==> config.mk <==
export PLATFORM = sky130hd
export DESIGN_NAME = seg7_count_display
export DESIGN_NICKNAME = d
export VERILOG_FILES = /design/src/rtl/seg7_pkg.sv /design/src/rtl/bin8_to_bcd.sv /design/src/rtl/seg7_count_display.sv
export SDC_FILE = /design/constraint.sdc
export NUM_CORES = 1
export LEC_CHECK = 0
export BUFFER_PORTS_ARGS = -buffer_cell sky130_fd_sc_hd__buf_2
export CORE_ASPECT_RATIO = 1.75
export CORE_MARGIN = 2
export CORE_UTILIZATION = 50
export DETAILED_ROUTE_END_ITERATION = 8
export PLACE_DENSITY = 0.68
export SETUP_SLACK_MARGIN = 0.5
export SYNTH_ARGS = -nofsm -noshare
export SYNTH_HDL_FRONTEND = slang
export SYNTH_SLANG_ARGS = --single-unit
==> constraint.sdc <==
create_clock -name clk_in -period 5.8 [get_ports clk_in]
set_input_delay 0 -clock clk_in [delete_from_list [all_inputs] [get_ports clk_in]]
set_output_delay 0 -clock clk_in [all_outputs]
set_load 0.005 [all_outputs]
==> src/rtl/seg7_pkg.sv <==
// -----------------------------------------------------------------------------
// seg7_pkg
//
// Shared definitions for the 7-segment count display:
//   - DIGIT_IDX_W / NUM_DIGITS : width of the scan digit index and digit count
//   - conv_state_t             : state encoding of the binary-to-BCD converter
//   - SEG_BLANK                : all-segments-off pattern (active-high form)
//   - seg_pattern()            : nibble to segment pattern, bit 0 = segment a,
//                                active-high; polarity is applied at the output
// -----------------------------------------------------------------------------
package seg7_pkg;

    localparam int NUM_DIGITS  = 3;
    localparam int DIGIT_IDX_W = 2;

    typedef enum logic [1:0] {
        CONV_IDLE  = 2'd0,
        CONV_SHIFT = 2'd1,
        CONV_DONE  = 2'd2
    } conv_state_t;

    localparam logic [6:0] SEG_BLANK = 7'h00;

    // Active-high segment pattern for one BCD digit. Values above 9 never come
    // out of the converter, but if they did they are shown as blank rather
    // than as garbage.
    function automatic logic [6:0] seg_pattern(input logic [3:0] nibble,
                                               input logic       blank);
        logic [6:0] pattern;
        pattern = SEG_BLANK;
        if (!blank) begin
            case (nibble)
                4'd0:    pattern = 7'h3F;
                4'd1:    pattern = 7'h06;
                4'd2:    pattern = 7'h5B;
                4'd3:    pattern = 7'h4F;
                4'd4:    pattern = 7'h66;
                4'd5:    pattern = 7'h6D;
                4'd6:    pattern = 7'h7D;
                4'd7:    pattern = 7'h07;
                4'd8:    pattern = 7'h7F;
                4'd9:    pattern = 7'h6F;
                default: pattern = SEG_BLANK;
            endcase
        end
        return pattern;
    endfunction

endpackage

==> src/rtl/bin8_to_bcd.sv <==
// -----------------------------------------------------------------------------
// bin8_to_bcd
//
// Sequential shift-add-3 (double dabble) converter, 8-bit binary to three BCD
// digits. One conversion takes 10 cycles from the start edge: the capture
// edge, eight shift edges and one DONE cycle during which the result is valid.
//
// Ports:
//   clk    in   clock, rising edge
//   rst    in   synchronous active-high reset, aborts a conversion in flight
//   start  in   request a conversion; only honoured while idle
//   bin    in   8-bit binary value, sampled on the accepted start edge
//   busy   out  high while shifting or in DONE (start is ignored)
//   done   out  high for the single DONE cycle; bcd is valid then
//   bcd    out  12-bit BCD result {hundreds, tens, ones}
// -----------------------------------------------------------------------------
module bin8_to_bcd
    import seg7_pkg::*;
(
    input  logic        clk,
    input  logic        rst,
    input  logic        start,
    input  logic [7:0]  bin,
    output logic        busy,
    output logic        done,
    output logic [11:0] bcd
);

    conv_state_t state;
    conv_state_t state_next;
    logic [19:0] shift_reg;
    logic [19:0] shift_next;
    logic [2:0]  bit_cnt;
    logic [2:0]  bit_cnt_next;
    logic [11:0] adjusted;

    // Upper 12 bits of the working register are the BCD digits under
    // construction; the lower 8 bits are the remaining binary input.
    assign bcd  = shift_reg[19:8];
    assign busy = (state != CONV_IDLE);
    assign done = (state == CONV_DONE);

    // Add-3 correction: any digit of 5 or more would overflow past 9 once
    // doubled by the following shift, so it is pre-biased here.
    always_comb begin
        adjusted = shift_reg[19:8];
        for (int d = 0; d < NUM_DIGITS; d++) begin
            if (shift_reg[8 + 4*d +: 4] >= 4'd5) begin
                adjusted[4*d +: 4] = shift_reg[8 + 4*d +: 4] + 4'd3;
            end
        end
    end

    // State register and datapath registers.
    always_ff @(posedge clk) begin
        if (rst) begin
            state     <= CONV_IDLE;
            shift_reg <= '0;
            bit_cnt   <= '0;
        end else begin
            state     <= state_next;
            shift_reg <= shift_next;
            bit_cnt   <= bit_cnt_next;
        end
    end

    // Next-state logic. The bit counter is loaded with 7 and the exit to DONE
    // happens on the shift where it is already 0, giving exactly 8 shifts.
    always_comb begin
        state_next   = state;
        shift_next   = shift_reg;
        bit_cnt_next = bit_cnt;
        case (state)
            CONV_IDLE: begin
                if (start) begin
                    shift_next   = {12'd0, bin};
                    bit_cnt_next = 3'd7;
                    state_next   = CONV_SHIFT;
                end
            end
            CONV_SHIFT: begin
                shift_next   = {adjusted[10:0], shift_reg[7:0], 1'b0};
                bit_cnt_next = bit_cnt - 3'd1;
                if (bit_cnt == 3'd0) begin
                    state_next = CONV_DONE;
                end
            end
            CONV_DONE: begin
                state_next = CONV_IDLE;
            end
            default: begin
                state_next = CONV_IDLE;
            end
        endcase
    end

endmodule

==> src/rtl/seg7_count_display.sv <==
// -----------------------------------------------------------------------------
// seg7_count_display
//
// Shows the 8-bit lab counter value (0..255) as three decimal digits on a
// multiplexed 7-segment display. A change in value (or the first cycle after
// reset) triggers a BCD conversion; a refresh divider scans the digits.
//
// Parameters:
//   CLK_HZ      clock frequency in Hz
//   SCAN_HZ     digit switch rate in Hz; DIV = CLK_HZ/SCAN_HZ must be >= 2
//   ACTIVE_LOW  1: lit segment / enabled digit driven as 0
//
// Ports:
//   clk_in    in   clock, rising edge
//   rst_in    in   synchronous active-high reset
//   value     in   8-bit count to display
//   carry_in  in   counter carry, lights the ones-digit decimal point
//   seg_out   out  segments a..g, bit 0 = a
//   dp_out    out  decimal point
//   an_out    out  digit enables, bit 0 = ones, 1 = tens, 2 = hundreds
//
// Build option: define SEG7_LZB_EN for leading-zero blanking of the hundreds
// and tens digits; otherwise all digits are shown zero-padded.
// -----------------------------------------------------------------------------
module seg7_count_display
    import seg7_pkg::*;
#(
    parameter int CLK_HZ     = 50_000_000,
    parameter int SCAN_HZ    = 1_000,
    parameter int ACTIVE_LOW = 1
) (
    input  logic       clk_in,
    input  logic       rst_in,
    input  logic [7:0] value,
    input  logic       carry_in,
    output logic [6:0] seg_out,
    output logic       dp_out,
    output logic [2:0] an_out
);

    localparam int DIV   = CLK_HZ / SCAN_HZ;
    localparam int CNT_W = (DIV > 2) ? $clog2(DIV) : 1;
    localparam logic [CNT_W-1:0] CNT_LAST = CNT_W'(DIV - 1);
    localparam logic LOW = (ACTIVE_LOW != 0);
    localparam logic [DIGIT_IDX_W-1:0] IDX_LAST = DIGIT_IDX_W'(NUM_DIGITS - 1);

    generate
        if (DIV < 2) begin : g_div_check
            $error("seg7_count_display: CLK_HZ/SCAN_HZ must be at least 2");
        end
    endgenerate

    logic [7:0]             captured;
    logic                   force_conv;
    logic                   conv_start;
    logic                   conv_busy;
    logic                   conv_done;
    logic [11:0]            conv_bcd;
    logic [11:0]            display_bcd;
    logic [CNT_W-1:0]       refresh_cnt;
    logic [DIGIT_IDX_W-1:0] digit_idx;
    logic [3:0]             nibble;
    logic                   blank;
    logic [2:0]             an_sel;
    logic [6:0]             seg_hi;

    // A new conversion is requested only while the converter is idle, so
    // value changes during a conversion are picked up once it finishes.
    assign conv_start = !conv_busy && (force_conv || (value != captured));

    bin8_to_bcd u_bcd (
        .clk   (clk_in),
        .rst   (rst_in),
        .start (conv_start),
        .bin   (value),
        .busy  (conv_busy),
        .done  (conv_done),
        .bcd   (conv_bcd)
    );

    // Captured value and the force flag, which guarantees one conversion
    // after reset even when value equals the reset value of captured.
    always_ff @(posedge clk_in) begin
        if (rst_in) begin
            captured   <= '0;
            force_conv <= 1'b1;
        end else if (conv_start) begin
            captured   <= value;
            force_conv <= 1'b0;
        end
    end

    // Display register: only a completed conversion updates it, so a reset
    // in the middle of a conversion never leaks a partial or stale result.
    always_ff @(posedge clk_in) begin
        if (rst_in) begin
            display_bcd <= '0;
        end else if (conv_done) begin
            display_bcd <= conv_bcd;
        end
    end

    // Refresh divider and digit index; each digit stays selected for DIV
    // cycles.
    always_ff @(posedge clk_in) begin
        if (rst_in) begin
            refresh_cnt <= '0;
            digit_idx   <= '0;
        end else if (refresh_cnt == CNT_LAST) begin
            refresh_cnt <= '0;
            digit_idx   <= (digit_idx == IDX_LAST) ? '0 : digit_idx + 1'b1;
        end else begin
            refresh_cnt <= refresh_cnt + 1'b1;
        end
    end

    // Digit selection and optional leading-zero blanking. A blanked digit
    // still has its anode enabled; only the segment pattern goes dark.
    always_comb begin
        nibble = display_bcd[3:0];
        blank  = 1'b0;
        an_sel = 3'b001;
        case (digit_idx)
            2'd1: begin
                nibble = display_bcd[7:4];
                an_sel = 3'b010;
`ifdef SEG7_LZB_EN
                blank  = (display_bcd[11:8] == 4'd0) && (display_bcd[7:4] == 4'd0);
`endif
            end
            2'd2: begin
                nibble = display_bcd[11:8];
                an_sel = 3'b100;
`ifdef SEG7_LZB_EN
                blank  = (display_bcd[11:8] == 4'd0);
`endif
            end
            default: begin
                nibble = display_bcd[3:0];
                an_sel = 3'b001;
            end
        endcase
        seg_hi = seg_pattern(nibble, blank);
    end

    // Registered outputs with polarity applied last; XOR with LOW inverts
    // every bit when the board drives segments and anodes low.
    always_ff @(posedge clk_in) begin
        if (rst_in) begin
            seg_out <= {7{LOW}};
            an_out  <= {3{LOW}};
            dp_out  <= LOW;
        end else begin
            seg_out <= seg_hi ^ {7{LOW}};
            an_out  <= an_sel ^ {3{LOW}};
            dp_out  <= ((digit_idx == '0) && carry_in) ^ LOW;
        end
    end

endmodule
; After elaboration in Yosys (flattened, before gate mapping)
; Memory sizes are Yosys's and may differ from the RTL's.
; Cells that the tools add are included.
[classes]
n_mux = 13
eq_ne = 8
addsub = 6
reduce_logical = 12
magnitude_cmp = 3
bitwise_logic = 3
[op_table]
columns = cell, count
row1 = $pmux 20 s2, 1
row2 = $mux 20, 1
row3 = $add 16x1->16 const B, 1
row4 = $eq 16x16->1 const B, 1
row5 = $ge 4x3->1 const B, 3
row6 = $pmux 3 s2, 2
row7 = $add 4x2->4 const B, 2
row8 = $mux 4, 2
row9 = $ne 8x8->1, 1
row10 = $pmux 4 s2, 1
row11 = $not 7->7, 1
row12 = $mux 2, 3
row13 = $mux 3, 2
row14 = $eq 2x1->1 const B, 2
row15 = $eq 2x2->1 const B, 2
row16 = $logic_not 2->1, 2
row17 = $pmux 2 s2, 1
row18 = $reduce_and 2->1, 2
row19 = $reduce_bool 2->1, 2
row20 = $add 3x2->3 const B, 1
row21 = $logic_not 3->1, 1
row22 = $not 3->3, 1
row23 = $sub 3x1->3 const B, 1
row24 = $add 2x1->2 const B, 1
row25 = 7 further kinds, 8
[word_totals]
n_memories = 1
out_inout_bits = 11
in_bits = 11
word_cells = 57
rom_bits = 112
reg_bits = 75
[memory_table]
columns = memory, words, width, rd, rd_clocked_by_memory_dff, wr, line
row1 = (no name shown), 16, 7, 1, 0, 0, seg7_pkg.sv:32  ; case (nibble)

; Longest topological paths before layout
; Gate-level depths: netlist (run 1).
[logic_depth]
ltp_word = 5
mapped_depth = 10
ltp_nobuf = 9

; Cells and area by module
; A second synthesis (run 1) with hierarchy kept.
[hier_totals]
cells_unflattened = 396
hier_area_um2 = 3707.3
[by_module_without_submodules]
columns = module, area_per_inst_um2, seq_area_each_um2, cells_per_inst, n_inst
row1 = seg7_count_display, 2292.2, 1001.0, 233, 1
row2 = bin8_to_bcd, 1415.1, 500.5, 163, 1

; Worst setup path before layout (run 1)
; No wires, ideal clock.
[synth_timing]
path_type = register to register
start = register digit_idx[0]
end = register seg_out[6]
path_stages_with_launch = 10
t_required_ns = 5.677
period_less_slack_ns = 2.240
setup_slack_ns = 3.560
path_buffers = 1
t_arrival_ns = 2.116
cell_sequence = dfxtp_1 -> inv_1 -> ha_1 -> clkbuf_1 -> mux2i_1 -> inv_1 -> ha_1 -> nor3_1 -> a21oi_1 -> or2_2
[synth_via]
elab_chain_len = 4
word_cells_on_any_way = 5
cone_classes = eq/ne (2) / mux (1) / bitwise (1) / memory (1)
[synth_rtl]
columns = element, line
row1 = from (decl), seg7_count_display.sv:61  ; logic [DIGIT_IDX_W-1:0] digit_idx;
row2 = from (signal assigned), seg7_count_display.sv:111  ; digit_idx <= (digit_idx == IDX_LAST) ? '0 : digit_idx + 1'b1;
row3 = $eq 2x2->1 / $eq 2x1->1 (equally long branches), seg7_count_display.sv:123  ; case (digit_idx)
row4 = $pmux 4 s2 *, seg7_count_display.sv:123
row5 = $mem_v2 16x7 *, --
row6 = $not 7->7 (no line) *, --
row7 = to (signal assigned), seg7_count_display.sv:150  ; seg_out <= {7{LOW}};
row8 = to (signal assigned), seg7_count_display.sv:154  ; seg_out <= seg_hi ^ {7{LOW}};
row9 = to (decl), seg7_count_display.sv:36  ; output logic [6:0] seg_out,
; Mark *: on every way between the ends. The rest lies on a longest branch, timed or not.
; A chain may end at the register's enable or synchronous reset.

; Final worst setup path (run 1)
[layout_timing]
start = register digit_idx[1]
end = register seg_out[6]
; The elaborated chain is that of the path after synthesis.

==> flow_metrics.tcl, run 1 <==
set metrics [dict create \
    status "finished, final reports clean" \
    worst-path-buf-inv 2 \
    dr.first_iter.drc_count 117 \
    seq_area_frac_synth 0.431 \
    drive_gt1_frac 0.102 \
    grt_pass1_wl_um 11700 \
    r2r_cells 9 \
    path_depth 9 \
    fin_skew_ns 0.00631 \
    critPathMaxFanout 6 \
    port_buffers 21 \
    syn2layout_area_growth_pct 15.0 \
    finalSetupViolations 0 \
    syn-num-nets 434 \
    slew_headroom 0.325 \
    first_global_vias 2663 \
    critPathKind "reg -> reg" \
    crit_slowest_cell "mux2i_1" \
    path_cells "inv_1, ha_1, a22o_1, mux2i_1, inv_1, ha_1, nor3_1, a21oi_1, or2_2" \
    path_delay_family "adder cells" \
    hpwl_um 4640 \
    finalWeightedCongestion 0.733 \
    wl_per_cell_um 13.2 \
    numCtsBuffers 9 \
    min_from "rst_in" \
    finalInstanceArea_sq_mm 0.00401 \
    io_pins 22 \
    fin_setup_tns_ns 0 \
    ys_ff_latch 75 \
    drc 0 \
    slew_violations 0 \
    maxCapViolCount 0 \
    dp_cells 490 \
    grt_max_degree 58 \
    htreeDepth 3 \
    clk_latency_ns 0.34 \
    grt_setup_unrepaired "no" \
    fmax_ghz 0.417 \
    avgSynthCellArea_sq_um 8.61 \
    totalWireLength_um 6800 \
    hold_path.class "in -> reg" \
    cts_setup_buffers 0 \
    hold_path_end "u_bcd.shift_reg[17]" \
    async_flop_share 0 \
    root_buffer "clkbuf_16" \
    core_sq_mm 0.00681 \
    cts_buffer_depth 2 \
    ant_nets 0 \
    synth_edf_count 0 \
    die_w_um 67.1 \
    drt_pass1_iterations 4 \
    ys_warn_count 0 \
    fp.dieArea_sq_mm 0.00768 \
    die_h_um 114 \
    grt_use_total 0.201 \
    r2r_setup_slack_ns 3.40 \
    crit_path_start "digit_idx[1]" \
    diodes 0 \
    final_cell_mix "dfxtp_1 (75), nor2_1 (46), nand2_1 (46)" \
    min_period_ns 2.40 \
    syn-cell-area_sq_mm 0.00349 \
    arrival_ns 2.62 \
    p_per_area_mw_per_mm2 302 \
    synthCells 405 \
    period_share 0.414 \
    largest_register_ffs 20 \
    whs_path_depth 2 \
    cts-resized-gates 0 \
    cts_tree "built" \
    hold_viol 0 \
    initial_core_util 0.512 \
    worstMarginPinSlew_ns 1.01 \
    cp-start-kind "register" \
    synthFlopType "dfxtp_1" \
    yosysUniqueCellTypes 40 \
    critPathMaxStageDelay_ns 0.42 \
    vias 2736 \
    clock_sinks 75 \
    place_area_sq_mm 0.00361 \
    required_ns 6.02 \
    nFillCells 625 \
    fin_nets 455 \
    instances_no_fill 515 \
    p_leak_nw 1.58 \
    r2r-start "digit_idx[1]" \
    overflow 0 \
    peakVddDrop_mv 0.169 \
    rows 40 \
    final_common_cell "dfxtp_1" \
    path_clk_slew_ns 0.06 \
    reg2reg_to "seg_out[6]" \
    routed_via_density 5.31 \
    end_kind "register" \
    cts_hold_buf 9 \
    antenna_found_initial 0 \
]
==> kinds of logic (layout without fill, tap and decap cells) <==
group	Yosys count	count (layout)	share of synthesized area
flops	75	75	0.431
compound gates	78	78	0.140
xor+xnor	28	28	0.0703
simple gates	153	153	0.207
fa+ha+maj	18	18	0.0646
mux	13	13	0.0420
buf+inv	40	66	0.0459
==> Yosys cell counts, types with 2 or more instances <==
| cell | n | share of area |
|---|---|---|
| a22o_1 | 2 | 0.0050 |
| a2bb2oi_1 | 2 | 0.0050 |
| a21oi_1 | 39 | 0.056 |
| nand4_1 | 2 | 0.0036 |
| nand3b_1 | 2 | 0.0043 |
| nor2b_1 | 3 | 0.0054 |
| a221oi_1 | 5 | 0.013 |
| clkbuf_1 | 17 | 0.018 |
| dfxtp_1 | 75 | 0.43 |
| nand2_1 | 46 | 0.050 |
| or3_1 | 9 | 0.016 |
| mux2i_1 | 9 | 0.026 |
| nand3_1 | 12 | 0.017 |
| inv_1 | 20 | 0.022 |
| xnor2_1 | 21 | 0.053 |
| nor3b_1 | 3 | 0.0065 |
| and3_1 | 4 | 0.0072 |
| or2_2 | 3 | 0.0054 |
| nand2b_1 | 8 | 0.014 |
| a21o_1 | 2 | 0.0043 |
| ha_1 | 18 | 0.065 |
| buf_2 | 2 | 0.0029 |
| nor3_1 | 10 | 0.014 |
| xor2_1 | 7 | 0.018 |
| a22oi_1 | 9 | 0.019 |
| a31oi_1 | 4 | 0.0072 |
| nor2_1 | 46 | 0.050 |
| o21ai_0 | 10 | 0.014 |
| mux2_4 | 3 | 0.013 |
| a211oi_1 | 2 | 0.0043 |
==> metal layers <==
layer	wire length (um)	GRT usage
met1	2650	0.204
met2	3770	0.364
met3	202	0.0560
met4	178	0.0939
met5	0	0
==> stage by stage <==
stage	worst slack (ns)	utilization	hold WS (ns)	power, mW
final	3.40	0.589	0.321	1.21
after global routing	3.17	0.589	0.368	1.26
after CTS	3.38	0.589	0.333	1.23
after detailed placement	3.41	0.531	0.196	0.652
after global placement	3.50	0.531	0.193	0.649
after floorplan	3.56	-	0.0839	0.629
==> cell type report <==
cell class                 instances  area, sq um  area share
multi-input combinational        290         1830       0.455
inverter                          20         75.1      0.0187
tap                               84          105      0.0262
timing repair buffer              30          195      0.0487
clock buffer                      15          278      0.0693
clock inverter                     1         30.0     0.00749
sequential                        75         1500       0.374
==> report_power, final <==
group          total, mW  switching (mW)  internal (mW)
Combinational     0.0923          0.0508         0.0416
Clock              0.567           0.198          0.369
Sequential         0.553          0.0167          0.536
Total               1.21           0.266          0.946
==> worst register-to-register path, stage by stage (launching register included) <==
cell     delay (ns)
dfxtp_1        0.36
inv_1          0.09
ha_1           0.26
a22o_1         0.26
mux2i_1        0.42
inv_1          0.15
ha_1           0.22
nor3_1         0.18
a21oi_1        0.05
or2_2          0.30
==> worst max path at each step <==
stage / to / slack [ns]
6_report: seg_out[6] / 3.40
5_1_grt: seg_out[6] / 3.17
4_1_cts: seg_out[6] / 3.38
3_5_place_dp: seg_out[6] / 3.41
3_3_place_gp: seg_out[6] / 3.50
2_1_floorplan: seg_out[6] / 3.56
Note: power is estimated with default switching activity, not from simulation.
==> run 2: changes to the inputs <==
Settings changed: PLACE_DENSITY 0.68 to 0.7.
Clock period 5.8 ns to 2.02 ns, I/O delays scaled along.
==> flow_metrics.tcl, run 2 (synthesis results as in run 1) <==
set metrics [dict create \
    final_cell_mix "dfxtp_1 (63), nor2_1 (46), nand2_1 (46)" \
    maxCapViolCount 0 \
    grt_pass1_wl_um 12900 \
    p_per_area_mw_per_mm2 750 \
    die_h_um 114 \
    die_w_um 67.1 \
    fp.dieArea_sq_mm 0.00768 \
    crit_slowest_cell "dfxtp_4" \
    drive_gt1_frac 0.322 \
    path_delay_family "flip-flops" \
    cts_buffer_depth 2 \
    ant_nets 0 \
    hpwl_um 4950 \
    status "finished, final reports clean" \
    diodes 0 \
    antenna_found_initial 0 \
    cts_tree "built" \
    syn2layout_area_growth_pct 36.7 \
    min_period_ns 1.81 \
    htreeDepth 3 \
    r2r_setup_slack_ns 0.21 \
    overflow 0 \
    wl_per_cell_um 15.7 \
    largest_register_ffs 20 \
    fin_skew_ns 0.00434 \
    initial_core_util 0.512 \
    worst_slack_ns 0.215 \
    finalSetupViolations 0 \
    totalWireLength_um 8700 \
    grt_setup_unrepaired "yes" \
    first_global_vias 2920 \
    critPathKind "reg -> reg" \
    slew_violations 0 \
    vias 3094 \
    worstMarginPinSlew_ns 0.621 \
    port_buffers 21 \
    io_pins 22 \
    root_buffer "clkbuf_16" \
    cp-start-kind "register" \
    nFillCells 482 \
    slew_headroom 0.586 \
    grt_use_total 0.220 \
    drc 0 \
    drt_pass1_iterations 4 \
    fmax_ghz 0.554 \
    hold_slack_ns 0.0378 \
    pre_cts_ws_ns 0.0900 \
    clock_sinks 75 \
    crit_path_frequent_cell "ha_4" \
    rows 40 \
    post-route-util 0.701 \
    end_kind "register" \
    finalWeightedCongestion 0.865 \
    critPathMaxFanout 5 \
    routed_via_density 5.56 \
    dp_cells 503 \
    hold_path.class "in -> reg" \
    instances_no_fill 556 \
    clk_latency_ns 0.34 \
    fin_setup_tns_ns 0 \
    peakVddDrop_mv 0.546 \
    required_ns 2.25 \
    worst-path-buf-inv 2 \
    p_leak_nw 1.88 \
    core_sq_mm 0.00681 \
    numCtsBuffers 9 \
    critPathMaxStageDelay_ns 0.37 \
    grt_max_degree 29 \
    hold_viol 0 \
    arrival_ns 2.03 \
    path_cells "inv_4, ha_4, a22o_1, mux2i_4, inv_2, ha_4, nor3_4, a21oi_1, or2_4" \
    path_clk_slew_ns 0.06 \
    fin_nets 496 \
    final_common_cell "dfxtp_1" \
    dr.first_iter.drc_count 115 \
    period_share 0.894 \
]
-- run 2: worst paths after layout --
kind	startpoint	endpoint	depth (start not counted)
setup / recovery	digit_idx[1]	seg_out[6]	9
hold / removal	value[6]	u_bcd.shift_reg[6]	3
setup reg to reg	digit_idx[1]	seg_out[6]	9
hold reg to reg	refresh_cnt[0]	refresh_cnt[0]	1
-- run 2: routing by layer --
metal / up-vias / share of wire / track usage
met5: - / 0 / 0
met4: 0 / 0.031 / 0.129
li1: 1514 / - / -
met2: 72 / 0.58 / 0.416
met1: 1490 / 0.37 / 0.218
met3: 18 / 0.026 / 0.0265
-- run 2: area by class of cell --
| type | instances | area, sq um | share of cell area |
|---|---|---|---|
| inverters | 20 | 82.6 | 0.0173 |
| clock buffers | 11 | 243 | 0.0509 |
| multi-input cells | 291 | 2210 | 0.463 |
| well taps | 84 | 105 | 0.0220 |
| clock inverters | 5 | 52.6 | 0.0110 |
| flip-flops and latches | 75 | 1520 | 0.319 |
| repair buffers | 70 | 556 | 0.117 |
-- run 2: timing repair --
item                                    in CTS  in global routing
hold buffers                                 9                  0
cloned                                       2                  0
gates resized for setup                     38                 58
endpoints found under the setup margin      37                 60
pin swaps                                    6                 30
buffers inserted                            13                 13
hold endpoints to repair                    10                  0
-- run 2: where the power goes --
part | total [mW] | internal (mW) | switching (mW)
sequential | 1.58 | 1.54 | 0.0428
clock | 1.59 | 0.983 | 0.608
combinational | 0.404 | 0.189 | 0.215
total | 3.58 | 2.71 | 0.866
-- run 2: worst min-delay path, delay by kind of cell --
kind | cells | cell delay [ns]
buffers and inverters | 1 | 0.10
and+or+nand+nor | 2 | 0.24
-- run 2: per-stage QoR --
| stage | cell area (sq um) | total power [mW] |
|---|---|---|
| 4_1_cts | 4430 | 3.51 |
| 2_1_floorplan | 3560 | 1.81 |
| 5_1_grt | 4770 | 3.70 |
| 3_5_place_dp | 3770 | 1.90 |
| 3_3_place_gp | 3770 | 1.89 |
| 6_report | 4770 | 3.58 |
